### src/rtl/shift_pkg.sv
// Shared types for the universal shift register.
//   mode_e  : 3-bit operation code carried by cmd_mode
//   state_e : control FSM states
//   is_shift_mode() : true for the five modes that move bits
package shift_pkg;

  typedef enum logic [2:0] {
    MODE_HOLD = 3'd0,
    MODE_LOAD = 3'd1,
    MODE_SHL  = 3'd2,
    MODE_SHR  = 3'd3,
    MODE_ROL  = 3'd4,
    MODE_ROR  = 3'd5,
    MODE_ASR  = 3'd6,
    MODE_RSVD = 3'd7
  } mode_e;

  typedef enum logic [1:0] {
    ST_IDLE  = 2'd0,
    ST_SHIFT = 2'd1,
    ST_DONE  = 2'd2
  } state_e;

  function automatic logic is_shift_mode(input mode_e m);
    return (m == MODE_SHL) || (m == MODE_SHR) || (m == MODE_ROL) ||
           (m == MODE_ROR) || (m == MODE_ASR);
  endfunction

endpackage

### src/rtl/shift_step.sv
// Combinational single-bit shift step.
//   mode_i        : operation to apply
//   data_i        : current register value
//   serial_in_l_i : bit entering the LSB on SHL
//   serial_in_r_i : bit entering the MSB on SHR
//   data_o        : register value after one step
//   bit_out_o     : bit leaving the register (wrapped bit for rotates)
module shift_step
  import shift_pkg::*;
#(
  parameter int WIDTH = 8
) (
  input  mode_e              mode_i,
  input  logic [WIDTH-1:0]   data_i,
  input  logic               serial_in_l_i,
  input  logic               serial_in_r_i,
  output logic [WIDTH-1:0]   data_o,
  output logic               bit_out_o
);

  always_comb begin
    data_o    = data_i;
    bit_out_o = 1'b0;
    case (mode_i)
      MODE_SHL: begin
        data_o    = {data_i[WIDTH-2:0], serial_in_l_i};
        bit_out_o = data_i[WIDTH-1];
      end
      MODE_SHR: begin
        data_o    = {serial_in_r_i, data_i[WIDTH-1:1]};
        bit_out_o = data_i[0];
      end
      MODE_ROL: begin
        data_o    = {data_i[WIDTH-2:0], data_i[WIDTH-1]};
        bit_out_o = data_i[WIDTH-1];
      end
      MODE_ROR: begin
        data_o    = {data_i[0], data_i[WIDTH-1:1]};
        bit_out_o = data_i[0];
      end
      MODE_ASR: begin
        // Sign bit is replicated, so long counts settle at all-sign.
        data_o    = {data_i[WIDTH-1], data_i[WIDTH-1:1]};
        bit_out_o = data_i[0];
      end
      default: begin
        data_o    = data_i;
        bit_out_o = 1'b0;
      end
    endcase
  end

endmodule

### src/rtl/universal_shift_reg.sv
// Command-driven universal shift register.
//   clk, reset            : clock, synchronous active-high reset
//   cmd_valid / cmd_ready : command handshake (ready only when idle)
//   cmd_mode, cmd_count   : operation and number of single-bit shifts
//   load_data             : parallel load value
//   serial_in_l/_r        : serial bits for SHL / SHR, sampled per shift edge
//   data_out, serial_out  : register contents, last bit shifted out
//   busy, done            : command in progress, one-cycle completion pulse
module universal_shift_reg
  import shift_pkg::*;
#(
  parameter int WIDTH = 8,
  parameter int CNT_W = $clog2(WIDTH) + 1
) (
  input  logic             clk,
  input  logic             reset,
  input  logic             cmd_valid,
  output logic             cmd_ready,
  input  logic [2:0]       cmd_mode,
  input  logic [CNT_W-1:0] cmd_count,
  input  logic [WIDTH-1:0] load_data,
  input  logic             serial_in_l,
  input  logic             serial_in_r,
  output logic [WIDTH-1:0] data_out,
  output logic             serial_out,
  output logic             busy,
  output logic             done
);

  state_e           state_q, state_d;
  mode_e            mode_q, mode_d;
  logic [CNT_W-1:0] rem_q, rem_d;
  logic [WIDTH-1:0] data_q, data_d;
  logic             sout_q, sout_d;

  mode_e            cmd_mode_e;
  logic [WIDTH-1:0] step_data;
  logic             step_bit;

  assign cmd_mode_e = mode_e'(cmd_mode);

  // The step always works on the captured mode, never the live input.
  shift_step #(.WIDTH(WIDTH)) u_step (
    .mode_i        (mode_q),
    .data_i        (data_q),
    .serial_in_l_i (serial_in_l),
    .serial_in_r_i (serial_in_r),
    .data_o        (step_data),
    .bit_out_o     (step_bit)
  );

  always_comb begin
    state_d = state_q;
    mode_d  = mode_q;
    rem_d   = rem_q;
    data_d  = data_q;
    sout_d  = sout_q;
    case (state_q)
      ST_IDLE: begin
        if (cmd_valid) begin
          mode_d = cmd_mode_e;
          if (cmd_mode_e == MODE_LOAD) begin
            data_d = load_data;
          end
          if (is_shift_mode(cmd_mode_e) && (cmd_count != '0)) begin
            rem_d   = cmd_count;
            state_d = ST_SHIFT;
          end else begin
            state_d = ST_DONE;
          end
        end
      end
      ST_SHIFT: begin
        data_d = step_data;
        sout_d = step_bit;
        rem_d  = rem_q - CNT_W'(1);
        if (rem_q == CNT_W'(1)) begin
          state_d = ST_DONE;
        end
      end
      ST_DONE: begin
        state_d = ST_IDLE;
      end
      default: begin
        state_d = ST_IDLE;
      end
    endcase
  end

  always_ff @(posedge clk) begin
    if (reset) begin
      state_q <= ST_IDLE;
      mode_q  <= MODE_HOLD;
      rem_q   <= '0;
      data_q  <= '0;
      sout_q  <= 1'b0;
    end else begin
      state_q <= state_d;
      mode_q  <= mode_d;
      rem_q   <= rem_d;
      data_q  <= data_d;
      sout_q  <= sout_d;
    end
  end

  assign cmd_ready  = (state_q == ST_IDLE);
  assign busy       = (state_q != ST_IDLE);
  assign done       = (state_q == ST_DONE);
  assign data_out   = data_q;
  assign serial_out = sout_q;

endmodule

### config.mk
export PLATFORM = sky130hd
export DESIGN_NAME = universal_shift_reg
export DESIGN_NICKNAME = d
export VERILOG_FILES = /design/src/rtl/shift_pkg.sv /design/src/rtl/shift_step.sv /design/src/rtl/universal_shift_reg.sv
export SDC_FILE = /design/constraint.sdc
export NUM_CORES = 1
export LEC_CHECK = 0
export ABC_AREA = 1
export CORE_ASPECT_RATIO = 0.5
export CORE_UTILIZATION = 33
export DETAILED_ROUTE_END_ITERATION = 10
export PLACE_DENSITY = 0.61
export SLEW_MARGIN = 5
export SYNTH_ARGS = -nofsm -noshare
export SYNTH_HDL_FRONTEND = slang
export SYNTH_SLANG_ARGS = --single-unit
export TNS_END_PERCENT = 100
### constraint.sdc
create_clock -name clk -period 1.5 [get_ports clk]
set_input_delay 0.3 -clock clk [delete_from_list [all_inputs] [get_ports clk]]
set_output_delay 0.3 -clock clk [all_outputs]
set_load 0.01 [all_outputs]
== Yosys cells after proc, flatten, opt, wreduce, memory -nomap -nowiden ==
Index checks and enable logic that the tools add are counted.
Widths: inputs -> output; s select.

* Add/sub/neg operators: 1
* Equal/unequal tests: 21
* Mux-type cells: 12
* Reduce and logical (&&, ||, !) cells: 16

{| class="wikitable"
|+ Operator list
! cell !! count
|-
| $pmux 8 s5 || 1
|-
| $eq 3x3->1 const B || 6
|-
| $mux 8 || 2
|-
| $pmux 8 s2 || 1
|-
| $eq 3x2->1 const B || 4
|-
| $mux 4 || 2
|-
| $pmux 4 s2 || 1
|-
| $mux 2 || 3
|-
| $ne 2x2->1 const B || 3
|-
| $ne 6x1->1 const B || 1
|-
| $ne 5x1->1 const B || 1
|-
| $reduce_and 5->1 || 1
|-
| $eq 4x1->1 const B || 1
|-
| $logic_or 1x1->1 || 4
|-
| $ne 2x1->1 const B || 2
|-
| $pmux 2 s2 || 1
|-
| $reduce_and 2->1 || 2
|-
| $reduce_and 4->1 || 1
|-
| $reduce_bool 2->1 || 2
|-
| $reduce_bool 4->1 || 1
|-
| $sub 4x1->4 const B || 1
|-
| $eq 3x1->1 const B || 1
|-
| $reduce_and 3->1 || 1
|-
| $reduce_or 3->1 || 1
|-
| 6 further kinds || 6
|}

* Bits in registers: 18

== Logic depth before layout (Yosys ltp) ==
Gate-level depths: netlist of run 1.

* Depth in word-level cells: 9
* Depth in mapped cells: 8
* Mapped depth without buffers: 8

== Modules after synthesis ==
From an unflattened synthesis of run 1, not the netlist that was laid out.

* Cell total of the unflattened synthesis: 221
* Area, all modules: 1278.7 µm²

{| class="wikitable"
|+ Modules (own cells, without submodules)
! module !! times used !! cells an instance !! area each (µm²) !! sequential area each (µm²)
|-
| universal_shift_reg || 1 || 150 || 927.1 || 360.3
|-
| shift_step || 1 || 71 || 351.6 || 0.0
|}

== Worst setup path before layout of run 1 ==
OpenSTA, ideal clock, no wires.

* Path kind: reg2reg
* Start: reg rem_q[0]
* End: reg rem_q[2]
* Setup time: 0.127 ns
* Data arrival time: 1.079 ns
* Data required time: 1.373 ns
* Slack: 0.293 ns
* Cell stages (with the launch flop): 8
* Period minus slack after synthesis: 1.207 ns
* Cell sequence: dfxtp_1 -> inv_1 -> ha_1 -> or2_2 -> nand3_1 -> o21ai_0 -> nand2_1 -> a21oi_1

* Word-level cells in the longest chain between the ends: 2

{| class="wikitable"
|+ RTL lines
! element !! RTL line !! source
|-
| from (decl) || universal_shift_reg.sv:32 || <nowiki>logic [CNT_W-1:0] rem_q, rem_d;</nowiki>
|-
| from (signal assigned) || universal_shift_reg.sv:100 || <nowiki>rem_q <= rem_d;</nowiki>
|-
| $sub 4x1->4 || universal_shift_reg.sv:76 || <nowiki>rem_d = rem_q - CNT_W'(1);</nowiki>
|-
| $pmux 4 s2 || universal_shift_reg.sv:58 || <nowiki>case (state_q)</nowiki>
|}

Every way passes these cells.
A chain may end at the register's enable or synchronous reset.

== Final worst setup path of run 1 ==
* Start: reg data_q[5], in the netlist data_out[5]
* End: out data_out[5]

{| class="wikitable"
|+ RTL lines
! element !! RTL line !! source
|-
| from (decl) || universal_shift_reg.sv:33 || <nowiki>logic [WIDTH-1:0] data_q, data_d;</nowiki>
|-
| from (signal assigned) || universal_shift_reg.sv:101 || <nowiki>data_q <= data_d;</nowiki>
|-
| to (decl) || universal_shift_reg.sv:24 || <nowiki>output logic [WIDTH-1:0] data_out,</nowiki>
|}

No word-level cell between the ends.

==> results.txt, run 1 <==
- TritonCTS sink count: 18
- Total vias in the final route: roughly 1200
- Counting along the longest clock path gives a buffer depth of 2.
- Clock-pin slew of the registers on the worst-case setup and hold paths: 0.07 ns
- For this design, the CTS-stage hold fixing added 0 buffers.
- The initial antenna violation count came to 0.
* Detailed placer's ending HPWL: around 2.2 mm
- Post-synthesis compound-gate area fraction: 0.193
- The cell count after synthesis came out at 180.
* Max Cap Violations: 0
- Synth area leaders: dfxtp_1 (31%), nand2_1 (15%), nand3_1 (8.7%)
- Counting tap cells, the placed design contains a total of between 200 and 300 instances.
- Initial Utilization: 0.364
* Routability cong.: 0.885
- Critical-path cell with the highest stage delay: clkdlybuf4s50_1
- Across the routed clock network, the largest skew measured is 0.00331 ns.
- Via count of the first global-routing pass: approximately 1100
- Path type of the worst setup path: reg -> out
- Wires add up to a little under 3 mm.
- Once placement finished, the instance area stood at approximately 1600 um2.
* Leading cell types by count after synthesis: nand2_1 (46), nand3_1 (20), inv_1 (19)
- Arithmetic-cell share of the synthesized area counting full adders, half adders and majority gates: 0.0218
- In this run, CTS created clock tree buffers numbering 3.
* Critical path fanouts, max: 4
* Final setup violating endpoints: 0
- For this run, the share of the core covered by cells in the final layout is 0.524.
* Maximum resistive drop on vdd: roughly 0.00055 V
* Area growth syn-to-layout: 43.9%
* Startpoint kind of the worst setup timing path: flop
- TritonCTS clock tree: done
* Clock root buffer: clkbuf_8
- The finished layout holds about 260 standard cells, fillers aside.
- Cell type contributing the most total cell area after synthesis: dfxtp_1
- Fraction of synthesis flops using an asynchronous set or reset pin: 0
* Count of buffer and inverter cells on the critical path: 1
- STA classifies the critical path endpoint as a primary output.
* Share of the yosys chip area belonging to registers: 0.314
- Once layout is done, the placed cells without fillers occupy about 1700 um2.
- Share of the synthesized netlist area taken by xor and xnor gates: 0
- Total nets after synthesis: 202
- For this run, the slowest stage of the critical path takes about 0.54 ns.
* Number of standard-cell rows in the floorplan: 14
* Multiplexer fraction of the synthesized cell area: 0
* Signal arrival time at the worst endpoint: 1.17 ns
- Number of placed I/O pins: 32
- Die boundary width: 85.4 um
- In the synthesized netlist the dominant register cell turns out to be dfxtp_1.
* Main combinational cell family by area after synthesis: simple AND/OR/NAND/NOR gates
- For the pin with the worst max-slew slack, the measured transition is ~0.34 ns.
- Most used standard cell by instance count after synthesis: nand2_1
- Entering global routing, the biggest net connects 15 pins.
* Accumulated negative setup slack: 0 ns
- The Yosys step of the flow raised 0 warnings.
- Total Die Area: between 3000 and 4000 um2
- After synthesis, the netlist uses 23 different library cells.
* Drt via density: between 4 and 5
- The share of synthesized area in the top cell type comes to 0.314.
- Number of flops mapped to enable cells by yosys: 0
- Share of post-route cells with drive strength above 1: 0.192
- Min cycle time layout: around 1.5 ns
- The kind of cell with the highest combined delay along the critical path is buffers and inverters.
* Peak Freq: 682 MHz
- The first global-routing pass estimated between 4 and 5 mm of wire.
- Standby leakage power: just under 0.8 nW
* Summed instance area of the synthesized netlist: 1150 um2
* Tcrit/Tclk final: 0.977
- Initial DRT Pass Iterations: 4
- Diode count: 0
- Walking the worst path, the cells encountered are clkdlybuf4s50_1.
- For this run, the total global-route usage over all layers was measured as 0.169.
* Headroom to the max-slew limit: 0.773
- The clock reaches the later pin of the worst-skew pair after 0.26 ns.
- Die height: 43.7 um
- Total number of nets in the final design: 247
- Global routing finished with a remaining overflow of 0.
- Basic-gate share of the synthesized area counting and, or, nand and nor cells: 0.378
- # H-tree levels: 1
* PwrDens: 959 nW/um2
* Routed Antenna Nets: 0
- Port Buf Inserts: 31
- Setup repair after global routing missed its margin: no
* Mean area per synthesized cell: around 6.4 um2
- The detailed router finished its first iteration with between 40 and 50 violations.
- For this run, design rule violations remaining after detail routing come to 0.
* Final Max Slew Viols: 0
- Number of register bits inferred by synthesis: 18
- In the final routed layout, each cell accounts on average for roughly 11 um.
* Result of the run: completed
- STA puts the critical path data required time at around 1.2 ns.
- The worst hold path belongs to the class reg -> reg.
- The number of hold violations in the final report came to 0.
- The core region is 3150 um2.
-- kinds of logic (layout without fill, tap and decap cells) --
group                    count (synthesis)  in the layout
AND/OR/NAND/NOR                         97             97
AO/OA/AOI/OAI                           37             37
buffers and inverters                   26             70
flip-flops                              18             18
adder cells (fa/ha/maj)                  2              2
-- area by class of cell --
class	count	area, um2
multi-input cells	136	686
clock buffers	4	55.1
fillers	319	1500
well taps	40	50.0
flip-flops and latches	18	368
inverters	22	85.1
repair buffers	44	409
-- repair_timing --
item                                   CTS  global route
gates resized for setup                 12             4
setup endpoints to repair                9             7
endpoints found under the hold margin    0             0
setup buffers                            0             0
-- layer usage --
metal	vias to the layer above	routed length [um]	track usage
met4	0	40	0.0600
met1	552	1460	0.219
met3	4	106	0.0457
li1	667	-	-
met5	-	0	0
met2	19	1280	0.278
-- through the flow --
stage               power, mW  hold WS (ns)  setup slack, ns
floorplan               0.945         0.443            0.293
detailed placement       1.19         0.473           -0.208
finish                   1.59         0.493           0.0343
global route             1.70         0.507          0.00119
CTS                      1.60         0.491           0.0171
global placement         1.18         0.465           -0.133
-- cell usage in the layout (no fill, tap or decap), types with 2 or more instances in the layout --
cell	instances
nand2_1	46
clkdlybuf4s50_1	23
nand3_1	20
inv_1	19
nor2_1	17
a21oi_1	15
buf_4	13
o21ai_0	12
dfxtp_1	12
or2_2	8
dfxtp_2	6
dlygate4sd2_1	5
o21bai_2	4
clkbuf_8	4
nor2_4	3
dlymetal6s2s_1	3
inv_2	2
nand4_1	2
o21bai_1	2
ha_1	2
-- sequential cells by signal (all words and copies together) (netlist names) --
name        cells
data_out        8
rem_q           4
mode_q          3
state_q         2
serial_out      1
-- worst min-delay path: stages (launching register included) --
cell and delay, ns:
dfxtp_1 0.31, nor2_1 0.09, nor2_1 0.05
-- where the power goes --
group	switching (mW)	internal [mW]	total, mW
Combinational	0.295	0.272	0.567
Clock	0.178	0.234	0.412
Sequential	0.0605	0.545	0.606
Total	0.534	1.05	1.59
-- path summary, 6_finish.rpt --
kind                                   from     endpoint  slack, ns  depth (start not counted)
worst min register to register     rem_q[1]     rem_q[1]       0.49                          2
worst min-delay path               rem_q[1]     rem_q[1]       0.49                          2
worst max register to register    mode_q[2]  data_out[6]       0.15                          7
worst max-delay path            data_out[5]  data_out[5]       0.03                          1
Note: power is estimated with default switching activity, not from simulation.
==> inputs of run 2 (changes only) <==
--- a/config.mk
+++ b/config.mk
@@ -9,9 +9,10 @@
 export CORE_ASPECT_RATIO = 0.5
 export CORE_UTILIZATION = 33
 export DETAILED_ROUTE_END_ITERATION = 10
-export PLACE_DENSITY = 0.61
+export PLACE_DENSITY = 0.59
 export SLEW_MARGIN = 5
 export SYNTH_ARGS = -nofsm -noshare
 export SYNTH_HDL_FRONTEND = slang
+export SYNTH_HIERARCHICAL = 1
 export SYNTH_SLANG_ARGS = --single-unit
 export TNS_END_PERCENT = 100
==> results.txt, run 2 <==
* Final Max Slew Viols: 0 (unchanged)
* Total vias in the final route: 1439 (+16%)
- Leading cell types by count after synthesis: nand2_1 (84), nor2_1 (41), inv_1 (20)
* Max reg flops: 8 (unchanged)
- The number of global-route vias before repair is 1254 (+11%).
- STA classifies the critical path startpoint as a flop.
- Port Buf Inserts: 31 (unchanged)
- Drt drc: 0 (unchanged)
- Final Hold Vio Count: 0 (unchanged)
* Detailed placer's ending HPWL: 2.52 mm (+14%)
- Proportion of total power due to net switching: 0.351 (+0.0138)
* Worst hold-check slack: 0.494 ns (+0.00143 ns)
- Series of cell instances along the critical path: clkdlybuf4s50_1
* Critical-path cell with the highest stage delay: clkdlybuf4s50_1
- Routed Antenna Nets: 0 (unchanged)
* Total Die Area: 4140 um2 (+11%)
- The tightest slew margin relative to the limit came to 0.816 (+0.0424).
- Top_reg_cell synth: dfxtp_1
- Area growth syn-to-layout: 45.6%
- Number of standard-cell rows in the floorplan: 15 (+1)
- Leaving out fill and tap cells, the most frequent cells in the layout are nand2_1 (84), nor2_1 (40), clkdlybuf4s50_1 (23).
* Share of post-route cells with drive strength above 1: 0.154 (-0.0384)
- Actual transition at the worst max-transition pin: 0.275 ns (-0.0646 ns)
- The number of buffers added by the clock tree synthesis step was 3 (unchanged).
- Highest cell delay on the worst timing path: 0.53 ns (about the same)
* Initial DRT Pass Iterations: 4 (unchanged)
* Number of placed I/O pins: 32 (unchanged)
- The post-placement setup slack was -0.0843 ns (+0.124 ns).
- The later-pin clock latency in the skew report was 0.25 ns (about the same).
- The proportion of synthesized chip area in sequential cells was 0.282 (-0.0319).
- The floorplan core area came to 3570 um2 (+13%).
- The total wire length was 3.36 mm (+16%).
* Layout Skew: 0.00379 ns (+0.000479 ns)
- The tightest min-delay check is of the reg -> reg type.
- Min cycle time layout: 1.43 ns (-0.0363 ns)
- Area post-placement: 1740 um2 (+10%)
- Leaving out fill and tap cells, the most frequent cell in the layout is nand2_1.
- Critical path fanouts, max: 2 (-2)
- Signal arrival time at the worst endpoint: 1.13 ns (-0.04 ns)
- The last weighted congestion value of the routability-driven placer came to 0.831 (-6.0%).
* Mean area per synthesized cell: 5.79 um2 (-9.3%)
- The number of nets in the final layout is 290 (+17%).
- Final setup violating endpoints: 0 (unchanged)
- The async set-or-reset flop fraction in the synthesized netlist came to 0 (unchanged).
- The post-route non-filler standard cell count came to 318 (+20%).
- The H-tree depth reported by CTS is 1 (unchanged).
* Count of buffer and inverter cells on the critical path: 1 (unchanged)
- Fraction of synthesized cell area taken by the top area cell type: 0.282 (-0.0319)
* Number of cells on the worst hold path: 2 (unchanged)
* TritonCTS sink count: 18 (unchanged)
- The required time at the worst-slack endpoint came to 1.20 ns (about the same).
- Reg2Reg Setup Slack: 0.13 ns (-0.02 ns)
- Setup WS post-layout: 0.0706 ns (+0.0363 ns)
- The part of the power in combinational logic is 0.386 (+0.028).
* Antenna violations before repair: 0 (unchanged)
- Switching power total: 0.570 mW (+6.7%)
- The die extent in x is 90.0 um (+5.4%).
- The portion of the clock cycle consumed by the worst path in the final layout came to 0.953 (-0.0242).
- Max Root-Sink Buffers: 2 (unchanged)
- Total nets after synthesis: 243 (+20%)
* Drt via density: 4.53 (-3.8%)
- The number of instances in the placed design was 313 (+20%).
- The number of distinct library cells after synthesis came to 22 (-4.3%).
- The antenna cell count was 0 (unchanged).
* Fraction of power consumed by the clock network: 0.247 (-0.013)
- Worst r2r dst: data_out[0]
- Peak Freq: 700 MHz (+2.5%)
- The largest net degree at the start of global routing is 14 (-1).
- The post-synthesis cell count is 221 (+23%).
* TritonCTS clock tree: done
- Most used standard cell by instance count after synthesis: nand2_1
- The total global-route track usage came to 0.164 (-0.00492).
* Hold path start: serial_out
* PwrDens: 872 nW/um2 (-9.0%)
* First-pass GRT wire length: 5.37 mm (+9.1%)
- Initial Utilization: 0.359 (-0.00569)
* Max Cap Violations: 0 (unchanged)
- The number of warnings printed during yosys synthesis came to 6 (+6).
* Post-detailed-route wirelength per cell: 10.6 um (-3.5%)
* Clock-pin slew of the registers on the worst-case setup and hold paths: 0.07 ns (about the same)
- The total congestion overflow came to 0 (unchanged).
* Hold worst-path end: serial_out
- Die height: 46.0 um (+5.3%)
- The worst reg2reg path depth was 10 (+3).
- Number of design-rule violations left by the first detailed-router iteration: 72 (+60%)
- Relative contribution of sequential cells to total power: 0.368 (-0.014)
* CP delay by family, top: buffers and inverters
* Kind of capture point of the worst setup path: primary output
- Synth area leaders: dfxtp_1 (28%), nand2_1 (25%), nor2_1 (12%)
- Post-route standard cell area excluding fillers: 1860 um2 (+13%)
- Number of register bits inferred by synthesis: 18 (unchanged)
- Number of flops mapped to enable cells by yosys: 0 (unchanged)
- The standby leakage power was 0.989 nW (+25%).
- Startpoint of the worst-slack reg-to-reg timing path: mode_q[2]
- Result of the run: completed
* Path type of the worst setup path: reg -> out
- Of all cell types, the one taking the most synthesized area is dfxtp_1.
- Setup Buffers After CTS: 0 (unchanged)
- Number of logic stages on the critical path including buffering: 1 (unchanged)
* Maximum resistive drop on vdd: 0.000424 V (-22%)
* Clock root buffer: clkbuf_8
- Internal power summed over all cells: 1.05 mW (+0.33%)
* Summed instance area of the synthesized netlist: 1280 um2 (+11%)
## run 2: changes by cell type in the layout (fill, tap and decap cells not counted), sizes merged, moves of 6 or more
cell	delta
nand2	+38
or2	-7
a21oi	-11
o21bai	-6
nor2	+22
## run 2: worst max-delay path by stage
stage                     slack (ns)         from           to
after floorplan                 0.20    mode_q[2]  data_out[0]
after global placement          -0.1  cmd_mode[2]  data_out[6]
after detailed placement       -0.08  cmd_mode[2]     rem_q[3]
after CTS                       0.02    mode_q[1]  data_out[0]
after global routing          -0.004    mode_q[2]  data_out[0]
final                           0.07  data_out[7]  data_out[7]
## run 2: routing by layer
layer  share of wire  track usage  vias up
met3           0.055       0.0483        0
met5               0            0        -
met4               0       0.0194        0
li1                -            -      790
met1            0.50        0.214      618
met2            0.45        0.284       31
## run 2: stage by stage
| stage | TNS, ns | utilization | power, mW |
|---|---|---|---|
| after floorplan | 0 | - | 0.964 |
| after global placement | -0.682 | 0.489 | 1.22 |
| after detailed placement | -0.724 | 0.489 | 1.22 |
| after CTS | 0 | 0.506 | 1.63 |
| after global routing | -0.00377 | 0.522 | 1.75 |
| final | 0 | 0.522 | 1.62 |
## run 2: layout make-up
| cell class | count | area [um2] |
|---|---|---|
| fillers | 389 | 1700 |
| inverters | 24 | 90.1 |
| multi-input cells | 176 | 841 |
| flip-flops and latches | 18 | 375 |
| clock buffers | 4 | 55.1 |
| repair buffers | 45 | 437 |
| well taps | 51 | 63.8 |
## run 2: cells by family after synthesis
kind of cell,after synthesis,share of synthesized area
compound gates,22,0.0890
fa+ha+maj,2,0.0196
flops,18,0.282
buf+inv,28,0.0920
simple gates,151,0.518
## run 2: power by group through the flow
stage / logic, mW / registers [mW] / clock network, mW
finish: 0.626 / 0.597 / 0.401
global placement: 0.621 / 0.599 / 0
floorplan: 0.357 / 0.607 / 0
detailed placement: 0.624 / 0.600 / 0
global route: 0.704 / 0.606 / 0.437
CTS: 0.620 / 0.593 / 0.412
## run 2: repair_timing
action / CTS / global route
hold buffers: 0 / 0
gates cloned: 0 / 1
gates resized for setup: 10 / 13
setup endpoints to repair: 8 / 12
pin swaps: 0 / 5
==> inputs of run 3 (changes only) <==
--- a/config.mk
+++ b/config.mk
@@ -6,13 +6,13 @@
 export NUM_CORES = 1
 export LEC_CHECK = 0
 export ABC_AREA = 1
+export ABC_CLOCK_PERIOD_IN_PS = 1500
 export CORE_ASPECT_RATIO = 0.5
-export CORE_UTILIZATION = 33
+export CORE_UTILIZATION = 30
 export DETAILED_ROUTE_END_ITERATION = 10
-export PLACE_DENSITY = 0.59
+export PLACE_DENSITY = 0.56
 export SLEW_MARGIN = 5
 export SYNTH_ARGS = -nofsm -noshare
 export SYNTH_HDL_FRONTEND = slang
-export SYNTH_HIERARCHICAL = 1
 export SYNTH_SLANG_ARGS = --single-unit
 export TNS_END_PERCENT = 100
==> results.txt, run 3 (synthesized netlist as in run 1, its figures left out) <==
* Later-pin clock latency in the skew report: 0.25 ns (about the same)
- Worst hold-check slack: 0.491 ns (-0.00333 ns)
- The number of antenna-violating nets in the routed design came to 0 (unchanged).
- The power density over the cells came to 950 nW/um2 (+8.9%).
- TritonCTS clock tree: done
- The number of pins with negative max-slew slack in the final report was 0 (unchanged).
- Startpoint kind of the worst setup timing path: flop
- Required time of the critical path: 1.20 ns (about the same)
- Critical-path cell with the highest stage delay: clkdlybuf4s50_1
- Peak Freq: 687 MHz (-1.9%)
- CP delay by family, top: buffers and inverters
- Global-route usage over all layers: 0.145 (-0.0196)
- Standby leakage power: 0.796 nW (-20%)
- Tcrit/Tclk final: 0.971 (+0.0181)
- The count of final setup violators is 0 (unchanged).
- The hold buffer count at cts was 0 (unchanged).
- The number of buffers added by the clock tree synthesis step came to 3 (unchanged).
- The number of DRC violations after detailed-routing iteration 0 is 22 (-69%).
- The critical path is of the reg -> out type.
* Setup Buffers After CTS: 0 (unchanged)
- The critical path buffer and inverter count came to 1 (unchanged).
- Drt drc: 0 (unchanged)
* TritonCTS sink count: 18 (unchanged)
* Actual transition at the worst max-transition pin: 0.340 ns (+0.0658 ns)
- The die outline area came to 4100 um2 (-1.2%).
- The share of layout cells above drive strength 1 is 0.180 (+0.0266).
- The vertical extent of the die is 45.8 um (-0.57%).
- Total vias in the final route: 1223 (-15%)
- In this run the worst hold path is classified as reg -> reg.
- Core Box Area: 3550 um2 (-0.53%)
- Headroom to the max-slew limit: 0.772 (-0.0433)
- The antenna cell count came to 0 (unchanged).
- The worst vdd rail ir drop was 0.000326 V (-23%).
- The detailed-route vias per instance was 4.48 (-1.0%).
- The post-placement setup slack is -0.203 ns (-0.119 ns).
- The H-tree depth reported by CTS came to 1 (unchanged).
- Post-route standard cell area excluding fillers: 1650 um2 (-11%)
- Series of cell instances along the critical path: clkdlybuf4s50_1
- Post-layout instance count excluding filler cells: 273 (-14%)
- Detailed placer's ending HPWL: 2.18 mm (-14%)
- The top cell types in the final layout, fill and taps aside, are nand2_1 (46), clkdlybuf4s50_1 (22), nand3_1 (20).
- The post-cts repair resize count came to 10 (unchanged).
- The maximum cell stage delay along the critical path came to 0.54 ns (about the same).
- First-pass GRT wire length: 4.44 mm (-17%)
- The number of hold violations in the final report was 0 (unchanged).
* Number of placed I/O pins: 32 (unchanged)
* Total number of nets in the final design: 245 (-16%)
* Layout Skew: 0.00243 ns (-0.00136 ns)
* Result of the run: completed
- Post-detailed-route wirelength per cell: 10.2 um (-3.3%)
- The number of instances in the placed design came to 269 (-14%).
- The initial antenna violation count came to 0 (unchanged).
- The first-pass iteration count of the detailed router is 4 (unchanged).
* Setup WS post-layout: 0.0435 ns (-0.0271 ns)
- The number of maximum-capacitance constraint violations came to 0 (unchanged).
* Area growth syn-to-layout: 43.7%
* Port Buf Inserts: 31 (unchanged)
- Accumulated negative setup slack: 0 ns (unchanged)
- The worst setup path is captured at a primary output.
- The highest net fanout along the worst path was 4 (+2).
- Signal arrival time at the worst endpoint: 1.16 ns (+0.03 ns)
- Min cycle time layout: 1.46 ns (+0.0271 ns)
- The clock transition at the register clock pins on the worst setup and hold paths after CTS came to 0.07 ns (about the same).
* Max reg flops: 8 (unchanged)
- Setup repair after global routing could not meet its margin everywhere.
- Number of standard-cell rows in the floorplan: 15 (unchanged)
* Post-route total power: 1.57 mW (-3.5%)
- The number of global-route vias before repair came to 1018 (-19%).
- The total congestion overflow was 0 (unchanged).
* Clock root buffer: clkbuf_8
- Area post-placement: 1580 um2 (-9.3%)
- The library cell used most frequently in the layout, excluding fill and tap cells, is nand2_1.
* Pin count of the biggest net entering global routing: 14 (unchanged)
* Routed wire length: 2.79 mm (-17%)
- Max Root-Sink Buffers: 2 (unchanged)
- Final Util: 0.465 (-0.0568)
- Routability cong.: 0.762 (-8.3%)
- Die boundary width: 89.5 um (-0.59%)
* Initial Utilization: 0.324 (-0.0348)
- The count of fill cells added during filler insertion came to 377 (-3.1%).
## run 3: changes by cell type in the layout (fill, tap and decap cells not counted), moves of 4 or more
cell / before / now
nand2_1: 84 / 46
nor2_1: 40 / 17
a21oi_1: 4 / 15
nand3_1: 10 / 20
or2_2: 1 / 8
nand4_1: 6 / 2
o21ai_0: 16 / 12
o21bai_2: 0 / 4
## run 3: power by group
part / switching, mW / internal, mW / leakage, nW / total [mW]
clock network: 0.172 / 0.233 / 0.0288 / 0.405
registers: 0.0590 / 0.545 / 0.150 / 0.604
logic: 0.288 / 0.270 / 0.617 / 0.558
## run 3: per-layer routing
metal  up-vias  GRT usage  share of wire
met5         -          0              0
met4         0     0.0381         0.0090
met3         2     0.0380          0.034
met2        17      0.237           0.44
met1       536      0.193           0.52
li1        668          -              -
## run 3: cell type report
class	count	area (um2)	share of cell area
repair buffers	42	397	0.240
inverters	22	87.6	0.0531
flip-flops and latches	18	367	0.222
multi-input cells	136	681	0.412
clock buffers	4	55.1	0.0334
well taps	51	63.8	0.0387
## run 3: worst paths after layout
check              startpoint           to  slack [ns]  cells after the start
setup reg to reg    mode_q[2]  data_out[1]        0.16                      7
setup / recovery  data_out[6]  data_out[6]        0.04                      1
hold reg to reg      rem_q[1]     rem_q[1]        0.49                      2
hold / removal       rem_q[1]     rem_q[1]        0.49                      2
